==> src/rtl/arb_pkg.sv <==
// Shared types and helpers for the round-robin priority arbiter.
// Optional build macro: ARB_ROUND_ROBIN_EN (used by rr_priority_arbiter).
package arb_pkg;

   // Upper bound on requester count supported by the one-hot helper.
   localparam int unsigned ARB_MAX_N = 64;

   localparam logic [ARB_MAX_N-1:0] ARB_ONE = {{(ARB_MAX_N-1){1'b0}}, 1'b1};

   // Arbiter control states.
   typedef enum logic [0:0] {
      IDLE  = 1'b0,
      GRANT = 1'b1
   } arb_state_e;

   // Index to one-hot conversion; callers take the low N bits.
   function automatic logic [ARB_MAX_N-1:0] arb_onehot(input int unsigned idx);
      logic [ARB_MAX_N-1:0] v;
      if (idx < ARB_MAX_N) begin
         v = ARB_ONE << idx;
      end else begin
         v = '0;
      end
      return v;
   endfunction

endpackage : arb_pkg

==> src/rtl/prio_enc_n.sv <==
// Combinational highest-index-wins priority encoder over N inputs.
module prio_enc_n #(
   parameter  int N = 8,
   localparam int W = $clog2(N)
) (
   input  logic [N-1:0] req_i,
   output logic [W-1:0] idx_o,
   output logic         valid_o
);

   // Scan upward so the highest set bit is the last (winning) assignment.
   always_comb begin
      idx_o   = '0;
      valid_o = 1'b0;
      for (int i = 0; i < N; i++) begin
         if (req_i[i]) begin
            idx_o   = W'(i);
            valid_o = 1'b1;
         end else begin
            idx_o   = idx_o;
            valid_o = valid_o;
         end
      end
   end

endmodule : prio_enc_n

==> src/rtl/rr_priority_arbiter.sv <==
// N-requester arbiter: registered grant held until ack, highest index wins.
// Build macro ARB_ROUND_ROBIN_EN: when defined, the last winner becomes the
// lowest priority on ack (rotating priority); when undefined the search
// pointer stays at 0 (fixed priority). Ports are identical in both builds.
module rr_priority_arbiter
   import arb_pkg::*;
#(
   parameter  int N = 8,
   localparam int W = $clog2(N)
) (
   input  logic         clk,
   input  logic         rst,
   input  logic [N-1:0] req,
   input  logic         ack,
   output logic         grant_valid,
   output logic [W-1:0] grant_idx,
   output logic [N-1:0] grant_onehot
);

   localparam logic [W:0] N_L = (W+1)'(N);

   arb_state_e   state_q, state_d;
   logic [W-1:0] last_ptr_q, last_ptr_d;
   logic         grant_valid_q, grant_valid_d;
   logic [W-1:0] grant_idx_q, grant_idx_d;
   logic [N-1:0] grant_onehot_q, grant_onehot_d;

   logic [N-1:0] rot_req_s;
   logic [W-1:0] enc_idx_s;
   logic         enc_valid_s;
   logic [W:0]   sum_s;
   logic [W-1:0] win_idx_s;

   // Rotate requests so bit last_ptr-1 sits at the top of the encoder input.
   always_comb begin
      rot_req_s = N'({req, req} >> last_ptr_q);
   end

   prio_enc_n #(.N(N)) u_enc (
      .req_i   (rot_req_s),
      .idx_o   (enc_idx_s),
      .valid_o (enc_valid_s)
   );

   // Map the encoder result back to a requester index (add last_ptr mod N).
   always_comb begin
      sum_s = {1'b0, enc_idx_s} + {1'b0, last_ptr_q};
      if (sum_s >= N_L) begin
         win_idx_s = W'(sum_s - N_L);
      end else begin
         win_idx_s = W'(sum_s);
      end
   end

   // Next-state logic: grant on any request from IDLE, release on ack.
   always_comb begin
      state_d        = state_q;
      last_ptr_d     = last_ptr_q;
      grant_valid_d  = grant_valid_q;
      grant_idx_d    = grant_idx_q;
      grant_onehot_d = grant_onehot_q;
      case (state_q)
         IDLE: begin
            if (enc_valid_s) begin
               state_d        = GRANT;
               grant_valid_d  = 1'b1;
               grant_idx_d    = win_idx_s;
               grant_onehot_d = N'(arb_onehot(32'(win_idx_s)));
            end else begin
               grant_valid_d  = 1'b0;
               grant_idx_d    = '0;
               grant_onehot_d = '0;
            end
         end
         GRANT: begin
            if (ack) begin
               state_d        = IDLE;
               grant_valid_d  = 1'b0;
               grant_idx_d    = '0;
               grant_onehot_d = '0;
`ifdef ARB_ROUND_ROBIN_EN
               last_ptr_d     = grant_idx_q;
`else
               last_ptr_d     = '0;
`endif
            end else begin
               state_d        = GRANT;
            end
         end
         default: begin
            state_d        = IDLE;
            last_ptr_d     = '0;
            grant_valid_d  = 1'b0;
            grant_idx_d    = '0;
            grant_onehot_d = '0;
         end
      endcase
   end

   // State, pointer and output registers with synchronous reset.
   always_ff @(posedge clk) begin
      if (rst) begin
         state_q        <= IDLE;
         last_ptr_q     <= '0;
         grant_valid_q  <= 1'b0;
         grant_idx_q    <= '0;
         grant_onehot_q <= '0;
      end else begin
         state_q        <= state_d;
         last_ptr_q     <= last_ptr_d;
         grant_valid_q  <= grant_valid_d;
         grant_idx_q    <= grant_idx_d;
         grant_onehot_q <= grant_onehot_d;
      end
   end

   assign grant_valid  = grant_valid_q;
   assign grant_idx    = grant_idx_q;
   assign grant_onehot = grant_onehot_q;

endmodule : rr_priority_arbiter
==> config.mk <==
export PLATFORM = sky130hd
export DESIGN_NAME = rr_priority_arbiter
export DESIGN_NICKNAME = d
export VERILOG_FILES = /design/src/rtl/arb_pkg.sv /design/src/rtl/prio_enc_n.sv /design/src/rtl/rr_priority_arbiter.sv
export SDC_FILE = /design/constraint.sdc
export NUM_CORES = 1
export LEC_CHECK = 0
export ABC_AREA = 0
export CORE_UTILIZATION = 35
export DETAILED_ROUTE_END_ITERATION = 8
export PLACE_DENSITY = 0.79
export SLEW_MARGIN = 20
export SYNTH_ARGS = -nofsm -noshare
export SYNTH_HDL_FRONTEND = slang
export SYNTH_HIERARCHICAL = 1
export SYNTH_SLANG_ARGS = --single-unit
export TNS_END_PERCENT = 100
==> constraint.sdc <==
create_clock -name clk -period 1.3 [get_ports clk]
set_clock_uncertainty 0.05 [all_clocks]
set_input_delay 0.195 -clock clk [delete_from_list [all_inputs] [get_ports clk]]
set_output_delay 0.195 -clock clk [all_outputs]
set_load 0.01 [all_outputs]
==> impl_metrics.py <==
metrics = {
    "finish": {
        "fillers": 141,
        "design_area_um2": 902,
        "multi_input_area_um2": 297,
        "area_growth_pct": 58.1,
        "drive_above_1_share_pct": 25.6,
        "regArea_um2": 260,
        "antenna_cells": 0,
        "final_nets": 102,
    },
    "global_route": {
        "grt_pass1_wl_um": 2330,
        "grt_pass1_vias": 564,
        "gr-total-overflow": 0,
        "grt_usage_pct": 17.8,
        "grt_antenna_before_repair": 0,
        "grt_max_degree": 9,
    },
    "worst_setup_path": {
        "critPathMostFrequentCell": "buf_4",
        "cp.required_ns": 1.43,
        "reg2reg_setup_slack_ns": 0.20,
        "cp.arrival_ns": 1.35,
        "cpMaxStageDelayCell": "dlygate4sd2_1",
        "crit_chain": "dlygate4sd2_1 > nor2_1 > o31ai_2 > buf_4 > buf_4 > buf_4 > a32o_1",
        "max_stage_delay_ns": 0.26,
        "path_max_fanout": 5,
        "cp-start-kind": "primary input",
        "critPathCaptureType": "register",
        "crit_type": "in2reg",
    },
    "pwr": {
        "vdd_drop_max_uv": 420,
        "p_comb_share_pct": 19.8,
        "p_int_mw": 0.630,
        "seqPwrFrac_pct": 50.5,
        "switchingPower_mw": 0.218,
        "power_mw": 0.848,
        "p_clk_share_pct": 29.6,
        "sw_frac_of_total_pct": 25.7,
        "p_leak_nw": 0.431,
        "power_density_nw_per_um2": 940,
    },
    "synthesis": {
        "syn_area_per_cell_um2": 10.4,
        "synth_compound_area_share_pct": 23.2,
        "ys_top_cells_by_count": "13 x dfxtp_1, 6 x a21oi_1, 6 x a32o_1, 6 x nor2_1, 5 x nand3b_1",
        "synth_top_family_by_area": "simple AND/OR/NAND/NOR gates",
        "synth_ff_type": "dfxtp_1",
        "ys_warn_count": 6,
        "yosysSeqAreaShare_pct": 45.6,
        "netlist.area_leader.share_pct": 45.6,
        "syn-num-nets": 66,
        "synthTopCellsByArea": "dfxtp_1 46%, a32o_1 11%, nand3b_1 6.6%",
        "muxShareOfSynthArea_pct": 0,
        "netlist_area_um2": 571,
        "synth-simple-area-share_pct": 25.9,
        "synth_top_cell_by_area": "dfxtp_1",
        "ys_types": 21,
        "ys_ff_latch": 13,
        "synth_edf_count": 0,
        "synthCells": 55,
        "synth-xor-area-share_pct": 0,
        "synth.most_common_cell": "dfxtp_1",
        "async_reset_ff_share_pct": 0,
        "synthAdderAreaFrac_pct": 0,
    },
    "place": {
        "port_buffers": 22,
        "place_congestion": 0.744,
        "dpl.hpwl_um": 983,
        "place_ws_ns": -0.361,
        "placed_area_um2": 841,
    },
    "route": {
        "wl_um": 1360,
        "routed-via-count": 571,
        "dr.pass1.iters": 4,
        "wl_met2_um": 738,
        "wl_per_cell_um": 12.8,
        "dr_wl_met3_um": 45,
        "dr.max_layer_used": "met4",
        "drc": 0,
        "avgViaCountPerCell": 5.39,
        "drt-initial-drc-count": 6,
        "antenna_left": 0,
        "met1Wirelength_um": 548,
    },
    "sta": {
        "hold_violations": 0,
        "max_freq_mhz": 818,
        "worst_slack_ns": 0.0774,
        "tns_ns": 0,
        "timing.final.crit_share_pct": 94.0,
        "period_needed_ns": 1.22,
        "rsz0062_at_grt": "false",
        "slew_viol_final": 0,
        "setup_viol": 0,
        "maxSlewHeadroom_pct": 76.5,
        "worst_pin_slew_ns": 0.353,
    },
    "floorplan": {
        "start_util_pct": 37.9,
        "die_x_um": 42.4,
        "coreArea_um2": 1510,
        "io_pins": 23,
        "die_area_um2": 1800,
        "num_rows": 14,
        "die_y_um": 42.4,
    },
    "clock_tree": {
        "clock_sinks": 13,
        "cts_max_level": 1,
        "cts_buffers": 3,
        "root_buffer": "clkbuf_4",
        "cts_tree": "yes",
        "clk_latency_ns": 0.28,
        "cts_buffer_depth": 2,
        "clk_pin_slew_ns": 0.07,
    },
    "run": {
        "maxCapViolations": 0,
    },
    "status": {
        "outcome": "finished clean",
    },
    "min_path": {
        "hold_class": "reg2reg",
    },
}
## layout by cell type (no fill, tap or decap)
cell type	count
nand2b_1	1
nand2_1	1
clkbuf_1	1
nor2_1	5
nor2b_1	1
nor3b_2	1
or2b_1	1
o31ai_2	1
a32o_1	6
a21oi_1	5
o31ai_1	1
clkdlybuf4s50_1	3
o21ba_2	1
inv_1	1
nor2_2	1
and3b_4	1
dlygate4sd2_1	16
and3b_1	1
clkinv_2	1
a22o_1	2
a21oi_2	1
nor3b_4	1
buf_4	11
nand4_1	1
dlymetal6s2s_1	3
dfxtp_1	13
nand3b_1	5
nor3_2	1
clkbuf_4	3
## repair_timing
item,CTS,global route
cloned,0,0
buffers inserted,3,1
hold buffers,0,0
resized for setup,18,6
setup endpoints to repair,20,11
pin swaps,2,4
## stage by stage
step	cells	hold WS, ns	util [%]
after floorplan	55	0.318	-
after global placement	98	0.412	55.8
after detailed placement	98	0.405	55.8
after CTS	105	0.418	58.1
after global routing	106	0.429	59.9
final	106	0.418	59.9
## critical path, delay by kind of cell
kind,cells,cell delay [ns]
simple gates,1,0.18
compound gates,2,0.30
buf+inv,4,0.68
## layer usage
| metal | GRT usage (%) | vias up |
|---|---|---|
| met5 | 0 | - |
| met4 | 15.0 | 0 |
| li1 | - | 277 |
| met3 | 5.60 | 5 |
| met1 | 18.5 | 273 |
| met2 | 28.6 | 16 |
## sequential cells by signal (all words and copies together) (netlist names)
register,count
grant_idx,3
grant_onehot,8
grant_valid,1
state_q,1
## layout make-up
cell class / instances / area share (%)
clock buffers: 4 / 2.91
inverters: 2 / 0.971
multi-input cells: 38 / 32.9
flip-flops and latches: 13 / 28.8
well taps: 16 / 2.22
repair buffers: 33 / 32.2
## cells by family (layout without fill, tap and decap cells)
kind of cell	Yosys count	after routing
AND/OR/NAND/NOR	21	21
AO/OA/AOI/OAI	17	17
flip-flops	13	13
buffers and inverters	4	39
## final timing paths
path,from,endpoint,depth (start not counted)
worst max register to register,state_q,grant_onehot[4],2
worst max-delay path,req[2],grant_onehot[3],7
worst min-delay path,grant_onehot[6],grant_onehot[6],1
worst min register to register,grant_onehot[6],grant_onehot[6],1
## power groups by stage
stage               sequential [mW]  clock, mW  combinational [mW]
floorplan                     0.444          0              0.0725
global placement              0.437          0               0.166
detailed placement            0.439          0               0.169
CTS                           0.429      0.262               0.162
global route                  0.431      0.278               0.184
finish                        0.429      0.251               0.168
No activity file was read; power rests on OpenSTA's default activity.
